<file path="src/rtl/sem_monitor_host.sv">
// sem_monitor_host: on-chip host for the SEM controller Monitor Interface.
// Serialises user commands into the ASCII rx byte stream and buffers/parses
// the ASCII tx status stream. Optional prompt timeout: SEM_MON_TIMEOUT_EN.
module sem_monitor_host #(
    parameter int unsigned RX_DEPTH       = 16,
    parameter int unsigned TX_DEPTH       = 32,
    parameter int unsigned TIMEOUT_CYCLES = 1048576
) (
    input  logic        clk_icap,
    input  logic        reset,
    input  logic        cmd_valid,
    output logic        cmd_ready,
    input  logic [1:0]  cmd_code,
    input  logic [39:0] cmd_addr,
    output logic        cmd_done,
    output logic [7:0]  monitor_rxdata,
    output logic        monitor_rxempty,
    input  logic        monitor_rxread,
    input  logic [7:0]  monitor_txdata,
    input  logic        monitor_txwrite,
    output logic        monitor_txfull,
    output logic [7:0]  rsp_data,
    output logic        rsp_valid,
    input  logic        rsp_ready,
    output logic [1:0]  sem_mode,
    output logic        prompt_pulse,
    output logic [15:0] line_count,
    output logic        tx_overflow,
    output logic        cmd_timeout
);
    localparam int unsigned RAW = $clog2(RX_DEPTH);
    localparam int unsigned TAW = $clog2(TX_DEPTH);

    typedef enum logic [2:0] {ST_IDLE, ST_OPC, ST_SPC, ST_ADDR, ST_CR, ST_WAIT} state_t;

    state_t         state_q, state_d;
    logic [1:0]     code_q, code_d;
    logic [39:0]    addr_q, addr_d;
    logic [3:0]     digit_q, digit_d;

    logic [7:0]     rx_mem_q [RX_DEPTH];
    logic [7:0]     rx_mem_d [RX_DEPTH];
    logic [RAW-1:0] rx_wr_q, rx_wr_d, rx_rd_q, rx_rd_d;
    logic [RAW:0]   rx_cnt_q, rx_cnt_d;

    logic [7:0]     tx_mem_q [TX_DEPTH];
    logic [7:0]     tx_mem_d [TX_DEPTH];
    logic [TAW-1:0] tx_wr_q, tx_wr_d, tx_rd_q, tx_rd_d;
    logic [TAW:0]   tx_cnt_q, tx_cnt_d;
    logic           tx_full_q, tx_full_d;
    logic           ovf_q, ovf_d;

    logic [7:0]     prev_q, prev_d;
    logic           prompt_q, prompt_d;
    logic [1:0]     mode_q, mode_d;
    logic [15:0]    lines_q, lines_d;

    logic           push_req, rx_full, rx_push, rx_pop, tx_push, tx_pop;
    logic [7:0]     push_byte;
    logic [3:0]     nib;

`ifdef SEM_MON_TIMEOUT_EN
    localparam int unsigned TW = $clog2(TIMEOUT_CYCLES + 1);
    logic [TW-1:0]  timer_q, timer_d;
    logic           tmo_q, tmo_d;
`endif

    assign rx_full = (rx_cnt_q == (RAW+1)'(RX_DEPTH));
    assign nib     = addr_q[39:36];

    // Command FSM: one byte pushed per cycle, holding state and byte while the FIFO is full
    always_comb begin
        state_d   = state_q;
        code_d    = code_q;
        addr_d    = addr_q;
        digit_d   = digit_q;
        push_req  = 1'b0;
        push_byte = 8'h00;
        cmd_ready = 1'b0;
        cmd_done  = 1'b0;
`ifdef SEM_MON_TIMEOUT_EN
        timer_d   = timer_q;
        tmo_d     = tmo_q;
`endif
        case (state_q)
            ST_IDLE: begin
                cmd_ready = 1'b1;
                if (cmd_valid) begin
                    code_d  = cmd_code;
                    addr_d  = cmd_addr;
                    state_d = ST_OPC;
                end
            end
            ST_OPC: begin
                push_req = 1'b1;
                case (code_q)
                    2'd0:    push_byte = 8'h53;
                    2'd1:    push_byte = 8'h49;
                    2'd2:    push_byte = 8'h4F;
                    default: push_byte = 8'h4E;
                endcase
                if (!rx_full) state_d = (code_q == 2'd3) ? ST_SPC : ST_CR;
            end
            ST_SPC: begin
                push_req  = 1'b1;
                push_byte = 8'h20;
                if (!rx_full) begin
                    digit_d = '0;
                    state_d = ST_ADDR;
                end
            end
            ST_ADDR: begin
                // address is shifted out MSB nibble first
                push_req  = 1'b1;
                push_byte = (nib < 4'd10) ? (8'h30 + {4'h0, nib}) : (8'h37 + {4'h0, nib});
                if (!rx_full) begin
                    addr_d  = {addr_q[35:0], 4'h0};
                    digit_d = digit_q + 4'd1;
                    if (digit_q == 4'd9) state_d = ST_CR;
                end
            end
            ST_CR: begin
                push_req  = 1'b1;
                push_byte = 8'h0D;
                if (!rx_full) begin
                    state_d = ST_WAIT;
`ifdef SEM_MON_TIMEOUT_EN
                    timer_d = '0;
`endif
                end
            end
            ST_WAIT: begin
                if (prompt_q) begin
                    cmd_done = 1'b1;
                    state_d  = ST_IDLE;
                end
`ifdef SEM_MON_TIMEOUT_EN
                else if (timer_q == TW'(TIMEOUT_CYCLES - 1)) begin
                    tmo_d   = 1'b1;
                    state_d = ST_IDLE;
                end else begin
                    timer_d = timer_q + 1'b1;
                end
`endif
            end
            default: state_d = ST_IDLE;
        endcase
    end

    // FIFO pointer/occupancy update and response parser
    always_comb begin
        rx_push  = push_req && !rx_full;
        rx_pop   = monitor_rxread && (rx_cnt_q != '0);
        rx_mem_d = rx_mem_q;
        if (rx_push) rx_mem_d[rx_wr_q] = push_byte;
        rx_wr_d  = rx_wr_q + RAW'(rx_push);
        rx_rd_d  = rx_rd_q + RAW'(rx_pop);
        rx_cnt_d = rx_cnt_q + (RAW+1)'(rx_push) - (RAW+1)'(rx_pop);

        tx_push  = monitor_txwrite && !tx_full_q;
        tx_pop   = rsp_ready && (tx_cnt_q != '0);
        tx_mem_d = tx_mem_q;
        if (tx_push) tx_mem_d[tx_wr_q] = monitor_txdata;
        tx_wr_d   = tx_wr_q + TAW'(tx_push);
        tx_rd_d   = tx_rd_q + TAW'(tx_pop);
        tx_cnt_d  = tx_cnt_q + (TAW+1)'(tx_push) - (TAW+1)'(tx_pop);
        tx_full_d = (tx_cnt_d == (TAW+1)'(TX_DEPTH));
        ovf_d     = ovf_q | (monitor_txwrite & tx_full_q);

        // parser sees every write strobe, whether or not the byte was stored
        prev_d   = monitor_txwrite ? monitor_txdata : prev_q;
        prompt_d = monitor_txwrite && (monitor_txdata == 8'h3E);
        mode_d   = mode_q;
        if (prompt_d) mode_d = (prev_q == 8'h49) ? 2'd1 : (prev_q == 8'h4F) ? 2'd2 : 2'd0;
        lines_d  = lines_q;
        if (monitor_txwrite && (monitor_txdata == 8'h0D) && (lines_q != 16'hFFFF))
            lines_d = lines_q + 16'd1;
    end

    // Control state registers with synchronous active-low reset
    always_ff @(posedge clk_icap) begin
        if (!reset) begin
            state_q   <= ST_IDLE;
            code_q    <= '0;
            addr_q    <= '0;
            digit_q   <= '0;
            rx_wr_q   <= '0;
            rx_rd_q   <= '0;
            rx_cnt_q  <= '0;
            tx_wr_q   <= '0;
            tx_rd_q   <= '0;
            tx_cnt_q  <= '0;
            tx_full_q <= 1'b0;
            ovf_q     <= 1'b0;
            prev_q    <= '0;
            prompt_q  <= 1'b0;
            mode_q    <= '0;
            lines_q   <= '0;
`ifdef SEM_MON_TIMEOUT_EN
            timer_q   <= '0;
            tmo_q     <= 1'b0;
`endif
        end else begin
            state_q   <= state_d;
            code_q    <= code_d;
            addr_q    <= addr_d;
            digit_q   <= digit_d;
            rx_wr_q   <= rx_wr_d;
            rx_rd_q   <= rx_rd_d;
            rx_cnt_q  <= rx_cnt_d;
            tx_wr_q   <= tx_wr_d;
            tx_rd_q   <= tx_rd_d;
            tx_cnt_q  <= tx_cnt_d;
            tx_full_q <= tx_full_d;
            ovf_q     <= ovf_d;
            prev_q    <= prev_d;
            prompt_q  <= prompt_d;
            mode_q    <= mode_d;
            lines_q   <= lines_d;
`ifdef SEM_MON_TIMEOUT_EN
            timer_q   <= timer_d;
            tmo_q     <= tmo_d;
`endif
        end
    end

    // FIFO storage (contents need no reset; reads are masked when empty)
    always_ff @(posedge clk_icap) begin
        rx_mem_q <= rx_mem_d;
        tx_mem_q <= tx_mem_d;
    end

    assign monitor_rxempty = (rx_cnt_q == '0);
    assign monitor_rxdata  = monitor_rxempty ? 8'h00 : rx_mem_q[rx_rd_q];
    assign monitor_txfull  = tx_full_q;
    assign rsp_valid       = (tx_cnt_q != '0);
    assign rsp_data        = rsp_valid ? tx_mem_q[tx_rd_q] : 8'h00;
    assign sem_mode        = mode_q;
    assign prompt_pulse    = prompt_q;
    assign line_count      = lines_q;
    assign tx_overflow     = ovf_q;
`ifdef SEM_MON_TIMEOUT_EN
    assign cmd_timeout     = tmo_q;
`else
    assign cmd_timeout     = 1'b0;
`endif
endmodule
</file>
<file path="config.mk">
export PLATFORM = sky130hd
export DESIGN_NAME = sem_monitor_host
export DESIGN_NICKNAME = d
export VERILOG_FILES = /design/src/rtl/sem_monitor_host.sv
export SDC_FILE = /design/constraint.sdc
export NUM_CORES = 1
export LEC_CHECK = 0
export ABC_CLOCK_PERIOD_IN_PS = 3300
export BUFFER_PORTS_ARGS = -buffer_cell sky130_fd_sc_hd__buf_4
export CAP_MARGIN = 20
export CORE_UTILIZATION = 45
export CTS_CLUSTER_DIAMETER = 60
export DETAILED_ROUTE_END_ITERATION = 6
export GPL_TIMING_DRIVEN = 0
export PLACE_DENSITY_LB_ADDON = 0.12
export SLEW_MARGIN = 15
export SYNTH_ARGS = -nofsm -noshare
export SYNTH_HDL_FRONTEND = slang
export SYNTH_SLANG_ARGS = --single-unit
</file>
<file path="constraint.sdc">
create_clock -name clk_icap -period 3.3 [get_ports clk_icap]
set_input_delay 0.495 -clock clk_icap [delete_from_list [all_inputs] [get_ports clk_icap]]
set_output_delay 0.495 -clock clk_icap [all_outputs]
set_load 0.03 [all_outputs]
</file>
Yosys cells after proc, flatten, opt, wreduce, memory -nomap -nowiden --
Cells that the tools add are included.
Cells by class: $add $sub $neg 12, magnitude comparators 7, equality and inequality tests 23, multiplexer cells 38, bitwise gates (word level) 6, reductions and logical operators 23
Operators with widths (count):
- 256-bit bitwise mux | 1
- 128-bit bitwise mux | 1
- 40-bit two-way mux | 2
- 40-bit one-hot mux with 2 select lines | 1
- 8-bit two-way mux | 8
- 8-bit binary-select mux with 5-bit select | 1
- 8-bit demux with 5-bit select | 1
- 8-bit binary-select mux with 4-bit select | 1
- 8-bit demux with 4-bit select | 1
- 7-bit one-hot mux with 4 select lines | 1
- 3-bit two-way mux | 8
- 3-bit one-hot mux with 6 select lines | 1
- 16-bit by 1-bit adder with 16-bit output, second input constant | 1
- 8-bit by 7-bit equality test with 1-bit output, second input constant | 2
- 16-bit inequality test, second input constant | 1
- 5-bit by 1-bit adder with 5-bit output | 3
- 5-bit one-hot mux with 3 select lines | 1
- 6-bit by 4-bit adder with 7-bit output, first input constant | 2
- 2-bit inequality test, second input constant | 7
- 6-bit greater-or-equal comparator, second input constant | 2
- 5-bit inverter with 6-bit output | 2
- 5-bit greater-or-equal comparator, second input constant | 2
- 4-bit inverter with 5-bit output | 2
- 1-bit logical AND | 9
- 36 further kinds | 48
Word-level totals: bits in registers 491, output and inout bits 42, word-level logic and storage cells 173

Longest topological paths before layout --
Gate-level depths: netlist of run 1.
word-level depth 6, depth in mapped cells 16

Worst setup path after synthesis of run 1 --
OpenSTA, ideal clock, no wires.
kind flip-flop to flip-flop, from register rx_cnt_q[3], to register rx_cnt_q[4], arrival time 3.760 ns, required time 3.230 ns, setup slack -0.531 ns, cell stages (with the launch flop) 15, cell sequence dfxtp_1 -> inv_1 -> ha_1 -> nor4b_1 -> nor2b_1 -> ha_1 -> inv_1 -> ha_1 -> inv_1 -> fa_1 -> inv_1 -> a21oi_1 -> nor2_1 -> or3_1 -> a21oi_1
On the way: word-level cells in the longest chain between the ends 5
Ends and longest elaborated chain:
- start: declaration | RTL line 44 | logic [RAW:0] rx_cnt_q, rx_cnt_d;
- start signal: assignment | RTL line 210 | rx_cnt_q <= rx_cnt_d;
- 5-bit equality test | RTL line 68 | assign rx_full = (rx_cnt_q == (RAW+1)'(RX_DEPTH));
- 1-bit zero test | RTL line 152 | rx_push = push_req && !rx_full;
- 1-bit logical AND | RTL line 152
- 5-bit by 1-bit adder with 5-bit output | RTL line 158 | rx_cnt_d = rx_cnt_q + (RAW+1)'(rx_push) - (RAW+1)'(rx_pop);
- 5-bit by 1-bit subtractor with 5-bit output (*) | RTL line 158
Mark *: on every way between the ends. The rest lies on a longest branch, timed or not. A chain may end at the register's enable or synchronous reset.

Worst setup path in the final report of run 1 --
from register tx_rd_q[2], to output port rsp_data[1]
On the way: word-level cells in the longest chain between the ends 5
Ends and longest elaborated chain:
- start: declaration | RTL line 48 | logic [TAW-1:0] tx_wr_q, tx_wr_d, tx_rd_q, tx_rd_d;
- start signal: assignment | RTL line 212 | tx_rd_q <= tx_rd_d;
- 5-bit inverter with 6-bit output (implied by the code) | RTL line 237 | assign rsp_data = rsp_valid ? tx_mem_q[tx_rd_q] : 8'h00;
- 8-bit binary-select mux with 5-bit select | RTL line 237
- 8-bit two-way mux (implied by the code) (2 in a row) | RTL line 237
- 8-bit two-way mux | RTL line 237
- end: declaration | RTL line 22 | output logic [7:0] rsp_data,
No other way between the ends. The select of a mux whose other input is x is not followed.

==> results of run 1 <==
==> state kept, by name (all words and copies together) (netlist names), 5 cells and up <==
signal	cells
tx_cnt_q	6
line_count	16
prev_q	8
rx_mem_q	112
addr_q	40
tx_rd_q	5
tx_mem_q	256
tx_wr_q	5
rx_cnt_q	5
==> worst max-delay path, stage by stage (launching register included) <==
cell and delay (ns):
dfxtp_1 0.33, clkbuf_2 0.29, clkbuf_4 0.31, mux4_2 0.37, mux2i_1 0.34, o211ai_1 0.12, and3_1 0.20, buf_4 0.17
==> power by group through the flow <==
stage	combinational, mW	clock [mW]	sequential, mW
3_5_place_dp	4.10	0	7.27
6_report	4.24	5.40	7.15
2_1_floorplan	2.80	0	7.22
3_3_place_gp	4.00	0	7.26
5_1_grt	4.62	5.74	7.19
4_1_cts	4.22	5.53	7.15
==> area by class of cell <==
type,instances,area [um^2]
plain buffers,75,436.7
clock buffers,76,1480
clock inverters,16,108.9
fillers,3527,19510
inverters,26,97.59
multi-input cells,680,6088
flip-flops and latches,475,13190
well taps,577,721.9
repair buffers,103,777.0
==> layout by cell type (no fill, tap or decap), types with 5 or more instances in the layout <==
master,count
nor2b_1,10
buf_2,8
nand2b_1,15
and2_1,14
o211ai_1,8
dfxtp_1,107
mux2i_1,78
clkbuf_1,44
nand3_1,26
nor2_1,137
nor3_1,13
ha_1,24
a21oi_1,14
clkinv_2,8
clkbuf_2,10
edfxtp_1,368
clkbuf_4,5
nand4_1,5
mux2_2,16
buf_1,9
xor2_1,10
a211oi_1,38
mux2i_2,9
buf_4,107
nand2_1,31
or3_1,8
mux4_2,83
o21ai_0,25
a221oi_1,8
nand3b_1,10
xnor2_1,14
inv_1,25
clkbuf_16,51
and3_1,10
clkbuf_8,12
==> stage by stage <==
| step | TNS [ns] | util [%] |
|---|---|---|
| 4_1_cts | 0 | 53.80 |
| 5_1_grt | 0 | 54.00 |
| 3_3_place_gp | -6.267 | 49.46 |
| 3_5_place_dp | -5.832 | 49.65 |
| 6_report | 0 | 54.00 |
| 2_1_floorplan | 0 | - |
==> path summary, 6_finish.rpt <==
path | startpoint | endpoint | slack, ns | cells past startpoint
max | tx_rd_q[2] | rsp_data[1] | 0.1 | 7
max reg2reg | rx_cnt_q[2] | rx_cnt_q[4] | 0.24 | 14
min reg2reg | line_count[5] | line_count[5] | 0.48 | 2
min | cmd_code[0] | code_q[0] | 0.17 | 3
==> routing by layer <==
metal  routed length, um  up-vias
li1                    -     5173
met1               18830     5501
met2               21220      255
met3                1890       77
met4                1243        0
met5                   0        -
==> repair_timing <==
item	in CTS	in global routing
setup endpoints to repair	15	17
pin swaps	1	3
gates resized for setup	51	29
setup buffers	0	1
==> logic make-up after synthesis <==
kind of cell | count (synthesis)
flip-flops | 475
AO/OA/AOI/OAI | 132
AND/OR/NAND/NOR | 310
XOR/XNOR | 24
adder cells (fa/ha/maj) | 26
buffers and inverters | 102
multiplexers | 186
other | 1
==> flow_metrics.py, run 1 <==
metrics = {
    "status": {
        "status": "complete, no violations",
    },
    "grt": {
        "busiest_layer": "met2",
        "grtUsageTotal_pct": 19.92,
        "grt_use_met1_pct": 26.30,
        "antenna_found_initial": 0,
        "met2_usage_pct": 32.83,
        "grt_max_degree": 37,
        "grt_pass1_wl_mm": 65.90,
        "gr-usage-met3_pct": 3.382,
        "grt_overflow_total": 0,
        "grt_pass1_vias": 11172,
    },
    "placed_design": {
        "finalWeightedCongestion": 0.8203,
        "port_buffers": 95,
        "dpl_cell_area_mm2": 0.02106,
        "dp.cells": 1935,
        "dp_slack_ns": -0.3323,
        "hpwl_mm": 28.46,
    },
    "sta": {
        "fmax_mhz": 312.4,
        "min_period_ns": 3.201,
        "holdWs_ns": 0.1656,
        "relSlewSlack_pct": 41.91,
        "rsz0062_at_grt": "false",
        "finClkSkew_ns": 0.01750,
        "setup_ws_ns": 0.09869,
        "min_period_over_period_pct": 97.01,
        "setup_viol": 0,
        "drv_slew": 0,
        "tightest_slew_ns": 0.8682,
        "final_hold_viol_count": 0,
    },
    "synth": {
        "synth_top_area_cell": "edfxtp_1",
        "synth.top_cell.area_share_pct": 56.58,
        "synthSimpleGateAreaFrac_pct": 7.860,
        "synth_compound_area_share_pct": 4.689,
        "synth.mux.area_fraction_pct": 14.95,
        "ys_seq_area_share_pct": 67.54,
        "synth_edf_count": 368,
        "synth_flop_cell": "edfxtp_1",
        "netlist_instances": 1256,
        "syn_area_per_cell_um2": 15.55,
        "synth_common_cells": "edfxtp_1, nor2_1, dfxtp_1",
        "netlist_area_mm2": 0.01953,
        "yosys_warnings": 0,
        "synth.area.top_cells": "edfxtp_1, dfxtp_1, mux4_2",
        "synthAdderAreaFrac_pct": 1.742,
        "synth.most_common_cell": "edfxtp_1",
        "ys_async_sr_fraction_pct": 0,
        "synth-xor-area-share_pct": 1.076,
        "synth_seq_cells": 475,
        "synthDistinctLibCells": 64,
        "synth_top_family_by_area": "multiplexers",
    },
    "floorplanning": {
        "ioPinCount": 98,
        "fp.dieW_um": 210.3,
        "coreArea_mm2": 0.04242,
        "num_rows": 75,
        "fp.dieArea_mm2": 0.04424,
        "die_h_um": 210.3,
        "start_util_pct": 46.05,
    },
    "drt": {
        "first_iter_violations": 857,
        "finalWirelength_mm": 43.19,
        "wl_per_cell_um": 21.30,
        "drc": 0,
        "vias": 11006,
        "viasPerCell": 5.427,
        "ant_nets": 0,
        "first_pass_iters": 5,
    },
    "power": {
        "total_power_mw": 16.79,
        "clock_power_share_pct": 32.2,
        "seqPwrFrac_pct": 42.6,
        "power.share.combinational_pct": 25.2,
        "p_switching_mw": 4.805,
        "powerDensity_mw_per_mm2": 733.1,
        "p_int_mw": 11.99,
        "power.leakage_nw": 7.897,
        "max-vdd-ir-drop_uv": 464.6,
        "p_sw_share_pct": 28.62,
    },
    "layout": {
        "fin_area_mm2": 0.02290,
        "antennaDiodeCount": 0,
        "syn_to_final_growth_pct": 17.26,
        "final_layout_size_suffix_gt1_share_pct": 23.85,
        "final_cell_count_no_fill": 2028,
        "nets": 1493,
    },
    "worst_setup_path": {
        "crit_path_start_kind": "flip-flop",
        "cp_max_fo": 10,
        "crit_arrival_ns": 2.71,
        "worstPathRequired_ns": 2.80,
        "setup.worst_path.end_class": "output port",
        "critPathKind": "flip-flop to output port",
    },
    "cts": {
        "clk_pin_slew_ns": 0.06,
        "clk_latency_ns": 0.58,
        "clock-root-buffer": "clkbuf_16",
        "cts_hold_buf": 0,
        "htreeDepth": 2,
        "clockBufferDepth": 3,
        "cts.sinks": 475,
        "cts_tree": "built",
        "cts-buffers-inserted": 50,
    },
    "flow_run": {
        "maxCapViolCount": 0,
    },
    "worst_hold_path": {
        "hold_path.class": "input port to flip-flop",
    },
}
(Power assumes the default switching activity.)
==> run 2, diff against run 1 <==
--- a/config.mk
+++ b/config.mk
@@ -8,7 +8,7 @@
 export ABC_CLOCK_PERIOD_IN_PS = 3300
 export BUFFER_PORTS_ARGS = -buffer_cell sky130_fd_sc_hd__buf_4
 export CAP_MARGIN = 20
-export CORE_UTILIZATION = 45
+export CORE_UTILIZATION = 55
 export CTS_CLUSTER_DIAMETER = 60
 export DETAILED_ROUTE_END_ITERATION = 6
 export GPL_TIMING_DRIVEN = 0
==> run 2 against run 1 <==
Net effect: largest cell class unchanged; die area down 18%; cell area down 0.87%; largest power group unchanged; register-to-register slack got worse by 0.05 ns; sequential power is essentially flat.
==> flow_metrics.py, run 2 (same netlist as run 1, synthesis figures left out) <==
metrics = {
    "layout": {
        "final_common_cell": "edfxtp_1",
        "nets": 1491,
        "antennaDiodeCount": 0,
        "regMostFlops": "tx_mem_q",
        "largestRegisters": "tx_mem_q (256), rx_mem_q (112), addr_q (40)",
        "largest_reg_flops": 256,
        "seqCellArea_mm2": 0.01319,
        "layout_common_cells": "edfxtp_1, nor2_1, dfxtp_1",
        "final_layout_size_suffix_gt1_share_pct": 23.07,
        "multi_input_area_mm2": 0.006055,
        "syn_to_final_growth_pct": 16.24,
        "fill_cells": 2472,
        "final_cell_count_no_fill": 1903,
    },
    "worst_setup_path": {
        "crit_family": "buffers and inverters",
        "crit_arrival_ns": 2.77,
        "cp_max_fo": 10,
        "critPathCapture": "rsp_data[0]",
        "worstReg2RegStart": "rx_cnt_q[3]",
        "ff2ff_setup_slack_ns": 0.19,
        "cp_num_cells": 7,
        "setup.worst_path.end_class": "output port",
        "critPathKind": "flip-flop to output port",
        "startpoint": "tx_rd_q[1]",
        "crit_path_start_kind": "flip-flop",
        "r2r_end": "rx_cnt_q[4]",
        "r2r_cells": 16,
        "critPathSlowestCell": "a211oi_1",
        "crit_buf_inv": 3,
        "path_cells": "clkbuf_2 > clkbuf_4 > mux4_2 > a211oi_1 > o21ai_0 > and3_1 > buf_4",
        "worstPathRequired_ns": 2.80,
        "critPathMaxStageDelay_ns": 0.42,
    },
    "sta": {
        "tightest_slew_ns": 0.8880,
        "finClkSkew_ns": 0.01412,
        "relSlewSlack_pct": 40.58,
        "min_period_ns": 3.269,
        "min_period_over_period_pct": 99.06,
        "setup_viol": 0,
        "final_hold_viol_count": 0,
        "holdWs_ns": 0.1897,
        "fin_tns_setup_ns": 0,
        "setup_ws_ns": 0.03097,
        "drv_slew": 0,
        "rsz0062_at_grt": "true",
        "fmax_mhz": 305.9,
    },
    "cts": {
        "clk_pin_slew_ns": 0.06,
        "cts.sinks": 475,
        "cts-buffers-inserted": 48,
        "cts_hold_buf": 0,
        "clockBufferDepth": 3,
        "clk_latency_ns": 0.56,
        "cts_tree": "built",
        "htreeDepth": 2,
        "clock-root-buffer": "clkbuf_16",
    },
    "placed_design": {
        "finalWeightedCongestion": 0.8266,
        "dp.cells": 1810,
        "dp_slack_ns": -0.2347,
        "port_buffers": 95,
        "hpwl_mm": 27.14,
    },
    "power": {
        "max-vdd-ir-drop_uv": 639.0,
        "power.leakage_nw": 7.869,
        "total_power_mw": 16.80,
        "powerDensity_mw_per_mm2": 740.0,
    },
    "floorplanning": {
        "fp.dieW_um": 190.5,
        "fp.dieArea_mm2": 0.03627,
        "die_h_um": 190.5,
        "ioPinCount": 98,
        "num_rows": 68,
        "start_util_pct": 56.27,
        "coreArea_mm2": 0.03471,
    },
    "drt": {
        "first_iter_violations": 808,
        "viasPerCell": 5.799,
        "finalWirelength_mm": 41.70,
        "ant_nets": 0,
        "first_pass_iters": 5,
        "wl_per_cell_um": 21.91,
        "vias": 11035,
        "drc": 0,
    },
    "grt": {
        "grtUsageTotal_pct": 23.66,
        "antenna_found_initial": 0,
        "grt_overflow_total": 0,
        "grt_pass1_vias": 11275,
        "grt_pass1_wl_mm": 64.32,
        "grt_max_degree": 37,
    },
    "worst_hold_path": {
        "hold_path.class": "input port to flip-flop",
    },
    "flow_run": {
        "maxCapViolCount": 0,
    },
    "status": {
        "status": "complete, no violations",
    },
}
[run 2: cell types whose count changed in the layout (fill, tap and decap cells not counted), sizes merged]
cell,delta
buf,+2
inv,-1
clkinvlp,-1
clkinv,+4
bufinv,+3
clkbuf,-10
[run 2: cell type report]
type	instances	share of cell area, %
Sequential cell	475	58.11
Inverter	26	0.4298
Multi-Input combinational cell	680	26.67
Clock buffer	68	6.073
Clock inverter	21	0.9534
Timing Repair Buffer	102	3.373
Tap cell	455	2.507
Buffer	76	1.890
[run 2: worst min-delay path, delay by kind of cell]
kind	cells	cell delay, ns
buffers and inverters	1	0.08
multiplexers	1	0.05
AND/OR/NAND/NOR	1	0.07
[run 2: what timing repair did]
action,CTS,global route
pin swaps,1,1
endpoints found under the setup margin,15,14
hold endpoints to repair,0,0
resized for setup,44,18
buffers inserted,0,4
[run 2: stage by stage]
step                      util [%]  area, um^2
after global routing         65.41       22700
after global placement       59.99       20830
final                        65.41       22700
after floorplan                  -       19540
after CTS                    65.16       22620
after detailed placement     60.17       20890
[run 2: worst min-delay path by stage]
stage	slack [ns]	end	from	cells after the start
finish	0.19	code_q[0]	cmd_code[0]	3
global route	0.20	addr_q[3]	cmd_addr[3]	3
CTS	0.17	code_q[0]	cmd_code[0]	3
detailed placement	0.48	prev_q[6]	prev_q[6]	2
global placement	0.47	prev_q[7]	prev_q[7]	2
floorplan	0.45	prev_q[7]	prev_q[7]	2
[run 2: routing by layer]
layer / up-vias / part of all wire, % / global-route usage (%)
met3: 82 / 4.3 / 3.478
met4: 0 / 3.2 / 8.308
met2: 304 / 50 / 40.28
met5: - / 0 / 0
li1: 5158 / - / -
met1: 5491 / 42 / 31.08
[run 2: power breakdown]
part	internal, mW	total [mW]	switching, mW
Sequential	6.96	7.15	0.195
Clock	3.22	5.41	2.19
Combinational	1.87	4.23	2.37
